--- config.mk ---
export PLATFORM = sky130hd
export DESIGN_NAME = mem_port_arbiter
export DESIGN_NICKNAME = d
export VERILOG_FILES = /design/src/rtl/mem_port_arbiter.sv
export SDC_FILE = /design/constraint.sdc
export NUM_CORES = 1
export LEC_CHECK = 0
export CORE_MARGIN = 2
export CORE_UTILIZATION = 40
export DETAILED_ROUTE_END_ITERATION = 8
export PLACE_DENSITY_LB_ADDON = 0.2
export SLEW_MARGIN = 15
export SYNTH_ARGS = -nofsm -noshare
export SYNTH_HDL_FRONTEND = slang
export SYNTH_SLANG_ARGS = --single-unit
export TNS_END_PERCENT = 20
--- constraint.sdc ---
create_clock -name clka -period 2.43 [get_ports clka]
set_clock_uncertainty 0.15 [all_clocks]
set_input_delay 0.486 -clock clka [delete_from_list [all_inputs] [get_ports clka]]
set_output_delay 0.486 -clock clka [all_outputs]
set_load 0.01 [all_outputs]
--- src/rtl/mem_port_arbiter.sv ---
// Three-way round-robin arbiter for a single-port sync RAM: loader (write), fetch (read),
// data path (read/write), with a loader lock and a one-cycle ack pulse per transaction.
module mem_port_arbiter #(
    parameter int ADDR_W = 8,
    parameter int DATA_W = 8,
    parameter int RD_LAT = 1
) (
    input  logic              clka,
    input  logic              restart,
    input  logic [2:0]        req,
    input  logic              we2,
    input  logic [ADDR_W-1:0] addr0,
    input  logic [ADDR_W-1:0] addr1,
    input  logic [ADDR_W-1:0] addr2,
    input  logic [DATA_W-1:0] wdata0,
    input  logic [DATA_W-1:0] wdata2,
    input  logic              lock,
    output logic [2:0]        ack,
    output logic [DATA_W-1:0] rdata,
    output logic [2:0]        grant,
    output logic              busy,
    output logic              mem_en,
    output logic              mem_we,
    output logic [ADDR_W-1:0] mem_addr,
    output logic [DATA_W-1:0] mem_wdata,
    input  logic [DATA_W-1:0] mem_rdata
);

    if (RD_LAT < 1 || RD_LAT > 4) begin : g_bad_rd_lat
        $error("mem_port_arbiter: RD_LAT must be in 1..4");
    end

    localparam logic [1:0] CNT_INIT = 2'(RD_LAT - 1);

    typedef enum logic [1:0] {S_IDLE, S_ISSUE, S_WAIT, S_ACK} state_t;

    state_t            state_q, state_d;
    logic [1:0]        winner_q, winner_d;
    logic [1:0]        rr_q, rr_d;
    logic [1:0]        cnt_q, cnt_d;
    logic [2:0]        ack_q, ack_d;
    logic [2:0]        grant_q, grant_d;
    logic              busy_q, busy_d;
    logic              mem_en_q, mem_en_d;
    logic              mem_we_q, mem_we_d;
    logic [ADDR_W-1:0] mem_addr_q, mem_addr_d;
    logic [DATA_W-1:0] mem_wdata_q, mem_wdata_d;
    logic [DATA_W-1:0] rdata_q, rdata_d;

    function automatic logic [1:0] rr_inc(input logic [1:0] p);
        return (p == 2'd2) ? 2'd0 : p + 2'd1;
    endfunction

    // Search order starts just after the last winner; lock masks everyone but the loader.
    logic [2:0] elig;
    logic [1:0] cand0, cand1, pick;
    always_comb begin
        elig  = lock ? {2'b00, req[0]} : req;
        cand0 = rr_inc(rr_q);
        cand1 = rr_inc(cand0);
        if (elig[cand0])      pick = cand0;
        else if (elig[cand1]) pick = cand1;
        else                  pick = rr_q;
    end

    always_comb begin
        state_d     = state_q;
        winner_d    = winner_q;
        rr_d        = rr_q;
        cnt_d       = cnt_q;
        ack_d       = 3'b000;
        grant_d     = grant_q;
        mem_en_d    = 1'b0;
        mem_we_d    = 1'b0;
        mem_addr_d  = mem_addr_q;
        mem_wdata_d = mem_wdata_q;
        rdata_d     = rdata_q;
        case (state_q)
            S_IDLE: begin
                if (|elig) begin
                    winner_d = pick;
                    grant_d  = 3'b001 << pick;
                    mem_en_d = 1'b1;
                    state_d  = S_ISSUE;
                    case (pick)
                        2'd0: begin
                            mem_we_d    = 1'b1;
                            mem_addr_d  = addr0;
                            mem_wdata_d = wdata0;
                        end
                        2'd1: begin
                            mem_we_d   = 1'b0;
                            mem_addr_d = addr1;
                        end
                        default: begin
                            mem_we_d    = we2;
                            mem_addr_d  = addr2;
                            mem_wdata_d = wdata2;
                        end
                    endcase
                end
            end
            S_ISSUE: begin
                if (mem_we_q) begin
                    ack_d   = grant_q;
                    state_d = S_ACK;
                end else begin
                    cnt_d   = CNT_INIT;
                    state_d = S_WAIT;
                end
            end
            S_WAIT: begin
                if (cnt_q == 2'd0) begin
                    rdata_d = mem_rdata;
                    ack_d   = grant_q;
                    state_d = S_ACK;
                end else begin
                    cnt_d = cnt_q - 2'd1;
                end
            end
            default: begin
                rr_d    = winner_q;
                grant_d = 3'b000;
                state_d = S_IDLE;
            end
        endcase
        busy_d = (state_d != S_IDLE);
    end

    always_ff @(posedge clka or posedge restart) begin
        if (restart) begin
            state_q     <= S_IDLE;
            winner_q    <= 2'd0;
            rr_q        <= 2'd2;
            cnt_q       <= 2'd0;
            ack_q       <= 3'b000;
            grant_q     <= 3'b000;
            busy_q      <= 1'b0;
            mem_en_q    <= 1'b0;
            mem_we_q    <= 1'b0;
            mem_addr_q  <= '0;
            mem_wdata_q <= '0;
            rdata_q     <= '0;
        end else begin
            state_q     <= state_d;
            winner_q    <= winner_d;
            rr_q        <= rr_d;
            cnt_q       <= cnt_d;
            ack_q       <= ack_d;
            grant_q     <= grant_d;
            busy_q      <= busy_d;
            mem_en_q    <= mem_en_d;
            mem_we_q    <= mem_we_d;
            mem_addr_q  <= mem_addr_d;
            mem_wdata_q <= mem_wdata_d;
            rdata_q     <= rdata_d;
        end
    end

    assign ack       = ack_q;
    assign grant     = grant_q;
    assign busy      = busy_q;
    assign mem_en    = mem_en_q;
    assign mem_we    = mem_we_q;
    assign mem_addr  = mem_addr_q;
    assign mem_wdata = mem_wdata_q;
    assign rdata     = rdata_q;

endmodule

Yosys cells after proc, flatten, opt, wreduce, memory -nomap -nowiden
Cells that the tools add are included.
{"block": "word_totals", "reg_bits": 41, "out_inout_bits": 33}
{"block": "op_classes", "addsub": 3, "bitwise": 2, "n_eq_ne": 8, "n_lt_le_gt_ge": 2, "reduce_logical": 13, "n_shift": 1, "n_mux": 28}
{"cell": "case mux 8 bit (2 select lines)", "n": 2}
{"cell": "2-to-1 mux 2 bit", "n": 8}
{"cell": "2-to-1 mux 3 bit", "n": 4}
{"cell": "case mux 3 bit (2 select lines)", "n": 2}
{"cell": "2-to-1 mux 1 bit", "n": 7}
{"cell": "== test 2 bit (second input constant)", "n": 3}
{"cell": "logical NOT 2 bit", "n": 3}
{"cell": "less-than comparator 2 x 3 -> 1 bit (second input constant)", "n": 2}
{"cell": "inequality test 2 bit (second input constant)", "n": 3}
{"cell": "case mux 2 bit (3 select lines)", "n": 1}
{"cell": "AND reduction 2 bit", "n": 3}
{"cell": "AND reduction 3 bit", "n": 2}
{"cell": "OR reduction 3 bit", "n": 2}
{"cell": "adder 2 x 1 -> 2 bit (second input constant)", "n": 2}
{"cell": "binary-select mux 1 bit (select 2 bit)", "n": 2}
{"cell": "== test 2 x 1 -> 1 bit (second input constant)", "n": 2}
{"cell": "case mux 2 bit (2 select lines)", "n": 1}
{"cell": "nonzero test 2 bit", "n": 2}
{"cell": "left shift 1 x 2 -> 3 bit (first input constant)", "n": 1}
{"cell": "inverter 1 bit", "n": 2}
{"cell": "case mux 1 bit (2 select lines)", "n": 1}
{"cell": "OR reduction 2 bit", "n": 1}
{"cell": "subtractor 2 x 1 -> 2 bit (second input constant)", "n": 1}

Longest topological paths before layout
Gate-level depths: netlist of run 1.
{"block": "depth", "word_depth": 12, "ltp_mapped": 7, "depth_no_buf": 7}

Worst setup path after synthesis of run 1
OpenSTA, ideal clock, no wires.
{"block": "synth_path", "kind": "input to register", "start": "in req[1]", "end": "reg mem_wdata_q[0] (netlist: mem_wdata[0])", "arrival_ps": 1561, "setup_slack_ps": 593, "n_path_buf": 1, "stages": 6, "t_required_ps": 2154, "path_cell_list": "nor2b_2 -> or2_4 -> buf_2 -> nand3_2 -> nand2_4 -> a221o_1"}
{"block": "synth_between", "elab_chain_cells": 8, "elab_cells_between_ends": 13, "cone_classes": "1 x eq/ne; 8 x mux; 1 x bitwise; 3 x reduce/logical"}
{"element": "start: declaration", "line": "10", "source": "input logic [2:0] req,"}
{"element": "2-to-1 mux 3 bit (*)", "line": "58", "source": "elig = lock ? {2'b00, req[0]} : req;"}
{"element": "binary-select mux 1 bit (select 2 bit)", "line": "62", "source": "else if (elig[cand1]) pick = cand1;"}
{"element": "2-to-1 mux 1 bit (implied by the code)", "line": "62"}
{"element": "2-to-1 mux 2 bit", "line": "62"}
{"element": "2-to-1 mux 2 bit", "line": "61", "source": "if (elig[cand0]) pick = cand0;"}
{"element": "== test 2 x 1 -> 1 bit", "line": "85", "source": "case (pick)"}
{"element": "inverter 1 bit (no line)"}
{"element": "AND reduction 3 bit (no line)"}
{"element": "end signal: assignment", "line": "155", "source": "mem_wdata_q <= mem_wdata_d;"}
{"element": "end: declaration", "line": "47", "source": "logic [DATA_W-1:0] mem_wdata_q, mem_wdata_d;"}
Every way passes the cells marked *; elsewhere a longest branch is shown, timed or not. The select of a mux whose other input is x is not followed.
A chain may end at the register's enable or synchronous reset.

Final worst setup path of run 1
{"block": "layout_path", "start": "in req[2]", "end": "reg mem_addr_q[2] (netlist: mem_addr[2])"}
{"block": "layout_between", "elab_chain_cells": 7, "elab_cells_between_ends": 12, "cone_classes": "1 x eq/ne; 8 x mux; 3 x reduce/logical"}
{"element": "2-to-1 mux 3 bit (*)", "line": "58"}
{"element": "binary-select mux 1 bit (select 2 bit)", "line": "62"}
{"element": "2-to-1 mux 1 bit (implied by the code)", "line": "62"}
{"element": "2-to-1 mux 2 bit", "line": "62"}
{"element": "2-to-1 mux 2 bit", "line": "61"}
{"element": "== test 2 x 1 -> 1 bit / logical NOT 2 bit (equally long branches)", "line": "85"}
{"element": "case mux 8 bit (2 select lines)", "line": "85"}
{"element": "end signal: assignment", "line": "154", "source": "mem_addr_q <= mem_addr_d;"}
{"element": "end: declaration", "line": "46", "source": "logic [ADDR_W-1:0] mem_addr_q, mem_addr_d;"}
Marked as above.

==> flow_summary.toml, run 1 <==
[cts]
postCtsSetupBuffers = 0
hold_buffers = 0
clockBufferDepth = 2
path_clk_slew_ps = 80
numCtsBuffers = 5
cts_tree = "built"
clk_latency_ps = 290
cts_sinks = 41
htree_levels = 2
cts_root_buf = "clkbuf_8"
cts_resized = 0

[sta]
final-hold-violation-count = 0
finalSetupViolCount = 0
post-route-min-period_ps = 2060
slew_viol_final = 0
worst_pin_slew_ps = 500
totalNegativeSetupSlack_ps = 0
max_slew_margin = 0.666
period_share = 0.846
rsz0062_at_grt = "false"
fmax_mhz = 486

[finish]
design_area_um2 = 3000
fin_nets = 326
diodes = 0
syn_to_final_growth_pct = 54.9
drive_gt1_frac = 0.195
fillers = 402

[job]
max-cap-violations = 0

[synthesis]
synthesis.nets = 228
synthFlopType = "dfrtp_1"
synthTopCellsByArea = "dfrtp_1 52%, mux2_2 5.8%, a221o_1 4.1%"
synth_area_um2 = 1940
synth.avg_cell_area_um2 = 11.5
synth_most_common_cell = "dfrtp_1"
async_flop_share = 1.00
synth-edff-count = 0
postSynthCellCount = 168
yosys_warnings = 0
seq_area_frac_synth = 0.531
synth.top_cell.area_share = 0.517
yosysTopAreaCell = "dfrtp_1"
ys_top_cells_by_count = "40 x dfrtp_1, 17 x nand2_1, 13 x o21ai_0, 11 x and3_1, 10 x mux2_2"
ys_ff_latch = 41
yosysUniqueCellTypes = 39

[power_and_ir_drop]
cellLeakagePower_nw = 1.33
p_per_area_nw_per_um2 = 1100
max-vdd-ir-drop_mv = 0.446

[worst_hold_path]
hold_class = "flip-flop to flip-flop"
hp-start = "cnt_q[1]$_DFFE_PP0P_"

[routing]
routedWlPerCell_um = 14.5
num_vias = 1651
final_antenna_net_count = 0
drt-vias-per-instance = 5.14
drc = 0
drt_wl_total_mm = 4.66
firstDrtPassIters = 4
drt_iter0_markers = 62

[critical_path]
start_kind = "input pin"
reg2reg_from = "rr_q[1]$_DFFE_PP1N_"
critical_path_arrival_ps = 2080
crit_fanout = 8
critPathRequiredTime_ps = 2460
startpoint = "req[2]"
critPathKind = "input pin to flip-flop"
crit_path_end_kind = "flip-flop"

[status]
status = "complete, no violations"

[global_route]
grt_pass1_vias = 1667
antenna_found_initial = 0
grt_max_degree = 42
overflow = 0
grt_pass1_wl_mm = 7.66
grt.total_usage = 0.185

[floorplanning]
initial_core_util = 0.413
coreArea_um2 = 4690
die_h_um = 73.6
die_x_um = 73.6
pin_count = 88
rows = 25
dieArea_um2 = 5410

[placed_design]
hpwlAfterDp_mm = 3.64
place_area_um2 = 2910
gp_congestion = 0.792
portBuffers = 87
==> cell type report <==
| cell class | count | area (um2) | share of cell area |
|---|---|---|---|
| sequential | 41 | 1030 | 0.343 |
| inverter | 6 | 22.5 | 0.00751 |
| timing repair buffer | 96 | 938 | 0.313 |
| clock inverter | 3 | 17.5 | 0.00584 |
| clock buffer | 5 | 68.8 | 0.0229 |
| tap | 54 | 67.6 | 0.0225 |
| multi-input combinational | 116 | 857 | 0.286 |
==> critical path, cell delays in order <==
cell and delay, ps:
clkdlybuf4s50_1 540, nor2b_1 200, o211ai_2 170, buf_4 210, a31o_2 240, a21oi_1 140
o21ai_1 90
==> layer usage <==
metal,share of wire,global-route usage,up-vias
met2,0.48,0.302,59
met1,0.43,0.237,774
met4,0.0097,0.0444,0
met3,0.071,0.0658,5
met5,0,0,-
li1,-,-,813
==> worst paths after layout <==
kind | slack [ps] | cells past startpoint | end
setup / recovery | 370 | 7 | mem_addr[2]$_DFFE_PP0P_
hold / removal | 330 | 2 | cnt_q[1]$_DFFE_PP0P_
setup reg to reg | 600 | 6 | mem_addr[2]$_DFFE_PP0P_
hold reg to reg | 330 | 2 | cnt_q[1]$_DFFE_PP0P_
max in group asynchronous | 1290 | 3 | rr_q[1]$_DFFE_PP1N_
min in group asynchronous | 470 | 3 | rdata[6]$_DFFE_PP0P_
==> layout by cell type (no fill, tap or decap), types with 4 or more instances in the layout <==
cell type	instances
and3_1	11
nand2_1	17
o21ai_0	13
a31o_2	8
clkbuf_8	5
clkdlybuf4s50_1	87
buf_4	9
dfrtp_1	40
inv_1	5
a21oi_1	8
a221o_1	8
nor2_1	4
o21ai_1	8
mux2_2	10
ha_1	5
==> report_power, final <==
group          total, mW  internal [mW]  switching (mW)
logic               1.70          0.948           0.756
clock network      0.430          0.198           0.232
registers           1.16          0.983           0.176
total               3.29           2.13            1.16
==> per-stage QoR <==
stage / utilization / hold slack [ps] / worst slack [ps] / cells / power, mW
after floorplan: - / 294 / 593 / 168 / 2.09
after global placement: 0.621 / 313 / 100 / 313 / 2.86
after detailed placement: 0.621 / 322 / 60.3 / 313 / 2.90
after CTS: 0.639 / 339 / 372 / 321 / 3.33
after global routing: 0.639 / 365 / 270 / 321 / 3.55
final: 0.639 / 329 / 374 / 321 / 3.29
==> sequential cells by signal, summed over array words and instances (netlist names) <==
register,count
winner_q,2
mem_en,1
ack,3
rdata,8
rr_q,2
cnt_q,2
busy,1
grant,3
state_q,2
mem_wdata,8
mem_addr,8
mem_we,1
==> cell families after synthesis <==
kind of cell / Yosys count / synth area share
AO/OA/AOI/OAI: 57 / 0.222
adder cells (fa/ha/maj): 5 / 0.0323
buffers and inverters: 11 / 0.0265
flip-flops: 41 / 0.531
multiplexers: 10 / 0.0582
AND/OR/NAND/NOR: 44 / 0.130
(Power assumes the default switching activity.)
==> inputs of run 2 (changes only) <==
==> constraint.sdc (replaced) <==
create_clock -name clka -period 2.1 [get_ports clka]
set_clock_uncertainty 0.15 [all_clocks]
set_input_delay 0.42 -clock clka [delete_from_list [all_inputs] [get_ports clka]]
set_output_delay 0.42 -clock clka [all_outputs]
set_load 0.01 [all_outputs]
==> flow_summary.toml, run 2 (synthesis results as in run 1) <==
[power_and_ir_drop]
power_switching_mw = 1.41
finalPower_mw = 4.22
max-vdd-ir-drop_mv = 0.613
internal_power_mw = 2.80
p_per_area_nw_per_um2 = 1340
combPwrFrac = 0.501
cellLeakagePower_nw = 1.40
p_seq_frac = 0.318
swShare = 0.335
clkPwrFrac = 0.181

[sta]
worst_slack_ps = 120
finalSetupViolCount = 0
period_share = 0.943
post-route-min-period_ps = 1980
slew_viol_final = 0
max_slew_margin = 0.794
rsz0062_at_grt = "false"
fmax_mhz = 505
final-hold-violation-count = 0
totalNegativeSetupSlack_ps = 0
worst_pin_slew_ps = 309

[placed_design]
post-place-ws_ps = -201
portBuffers = 87
hpwlAfterDp_mm = 3.88
gp_congestion = 0.735

[status]
status = "complete, no violations"

[routing]
routedWlPerCell_um = 15.1
firstDrtPassIters = 4
final_antenna_net_count = 0
num_vias = 1726
drt_wl_total_mm = 4.99
drt-vias-per-instance = 5.23
drc = 0
drt_iter0_markers = 103

[finish]
fillers = 390
syn_to_final_growth_pct = 62.4
diodes = 0
final_common_cell = "clkdlybuf4s50_1"
layout_common_cells = "87 x clkdlybuf4s50_1, 40 x dfrtp_1, 17 x nand2_1, 16 x buf_4, 13 x o21ai_0"
drive_gt1_frac = 0.221
fin_nets = 335

[cts]
clk_latency_ps = 290
cts_sinks = 41
clockBufferDepth = 2
numCtsBuffers = 5
hold_buffers = 0
cts_tree = "built"
htree_levels = 2
cts_resized = 0
cts_root_buf = "clkbuf_8"
postCtsSetupBuffers = 0
path_clk_slew_ps = 80

[global_route]
grt_pass1_vias = 1805
overflow = 0
antenna_found_initial = 0
grt_max_degree = 42
grt.total_usage = 0.197
grt_pass1_wl_mm = 8.16

[critical_path]
r2r_cells = 6
r2r_end = "mem_wdata[7]$_DFFE_PP0P_"
start_kind = "input pin"
critical_path_arrival_ps = 2010
crit_path_end_kind = "flip-flop"
crit_fanout = 9
r2r_slack_ps = 270
critPathRequiredTime_ps = 2130
critPathKind = "input pin to flip-flop"
reg2reg_from = "rr_q[1]$_DFFE_PP1N_"

[floorplanning]
rows = 25
initial_core_util = 0.413
coreArea_um2 = 4690
dieArea_um2 = 5410
pin_count = 88
die_h_um = 73.6
die_x_um = 73.6

[worst_hold_path]
hold_class = "flip-flop to flip-flop"
hp-start = "winner_q[0]$_DFFE_PP0P_"
min_path_cells = 2
holdPathEnd = "winner_q[0]$_DFFE_PP0P_"

[job]
max-cap-violations = 0
-- run 2: changes by cell type in the layout (fill, tap and decap cells not counted), sizes merged --
cell and delta:
bufinv +2, buf +9, clkinvlp -1, inv +1, clkinv -2
-- run 2: worst max path at each step --
stage	from	end	cells after the start
floorplan	req[1]	mem_wdata[0]$_DFFE_PP0P_	6
global placement	lock	mem_wdata[5]$_DFFE_PP0P_	6
detailed placement	lock	mem_wdata[1]$_DFFE_PP0P_	6
CTS	lock	mem_wdata[1]$_DFFE_PP0P_	6
global route	req[1]	mem_addr[0]$_DFFE_PP0P_	7
finish	lock	mem_wdata[1]$_DFFE_PP0P_	6
-- run 2: power by group through the flow --
stage / Combinational (mW) / Clock, mW / Sequential [mW]
5_1_grt: 2.30 / 0.804 / 1.38
4_1_cts: 2.13 / 0.780 / 1.34
6_report: 2.11 / 0.765 / 1.34
3_3_place_gp: 2.08 / 0 / 1.34
2_1_floorplan: 0.968 / 0 / 1.45
3_5_place_dp: 2.13 / 0 / 1.35
-- run 2: per-stage QoR --
stage               instances   util  hold WS [ps]  area (um2)
floorplan                 168      -           294        1940
global placement          322  0.641           308        3010
detailed placement        322  0.641           314        3010
CTS                       330  0.670           335        3140
global route              330  0.670           348        3140
finish                    330  0.670           327        3140
-- run 2: final cells by class --
| class | count | area, um2 | share of cell area |
|---|---|---|---|
| Clock buffer | 5 | 68.8 | 0.0219 |
| Timing Repair Buffer | 105 | 1030 | 0.328 |
| Inverter | 6 | 22.5 | 0.00717 |
| Clock inverter | 3 | 68.8 | 0.0219 |
| Sequential cell | 41 | 1030 | 0.327 |
| Multi-Input combinational cell | 116 | 857 | 0.273 |
| Tap cell | 54 | 67.6 | 0.0215 |
-- run 2: worst max-delay path, cell delays in order --
cell and delay (ps):
clkdlybuf4s50_1 470, nand2b_4 180, o32a_2 380, nand3_2 100, nand2_4 100, a221o_1 360
-- run 2: metal layers --
layer  track usage  up-vias  wire (um)
li1              -      826          -
met2         0.340       68       2560
met3        0.0562        8        330
met5             0        -          0
met1         0.234      824       2030
met4        0.0687        0         70
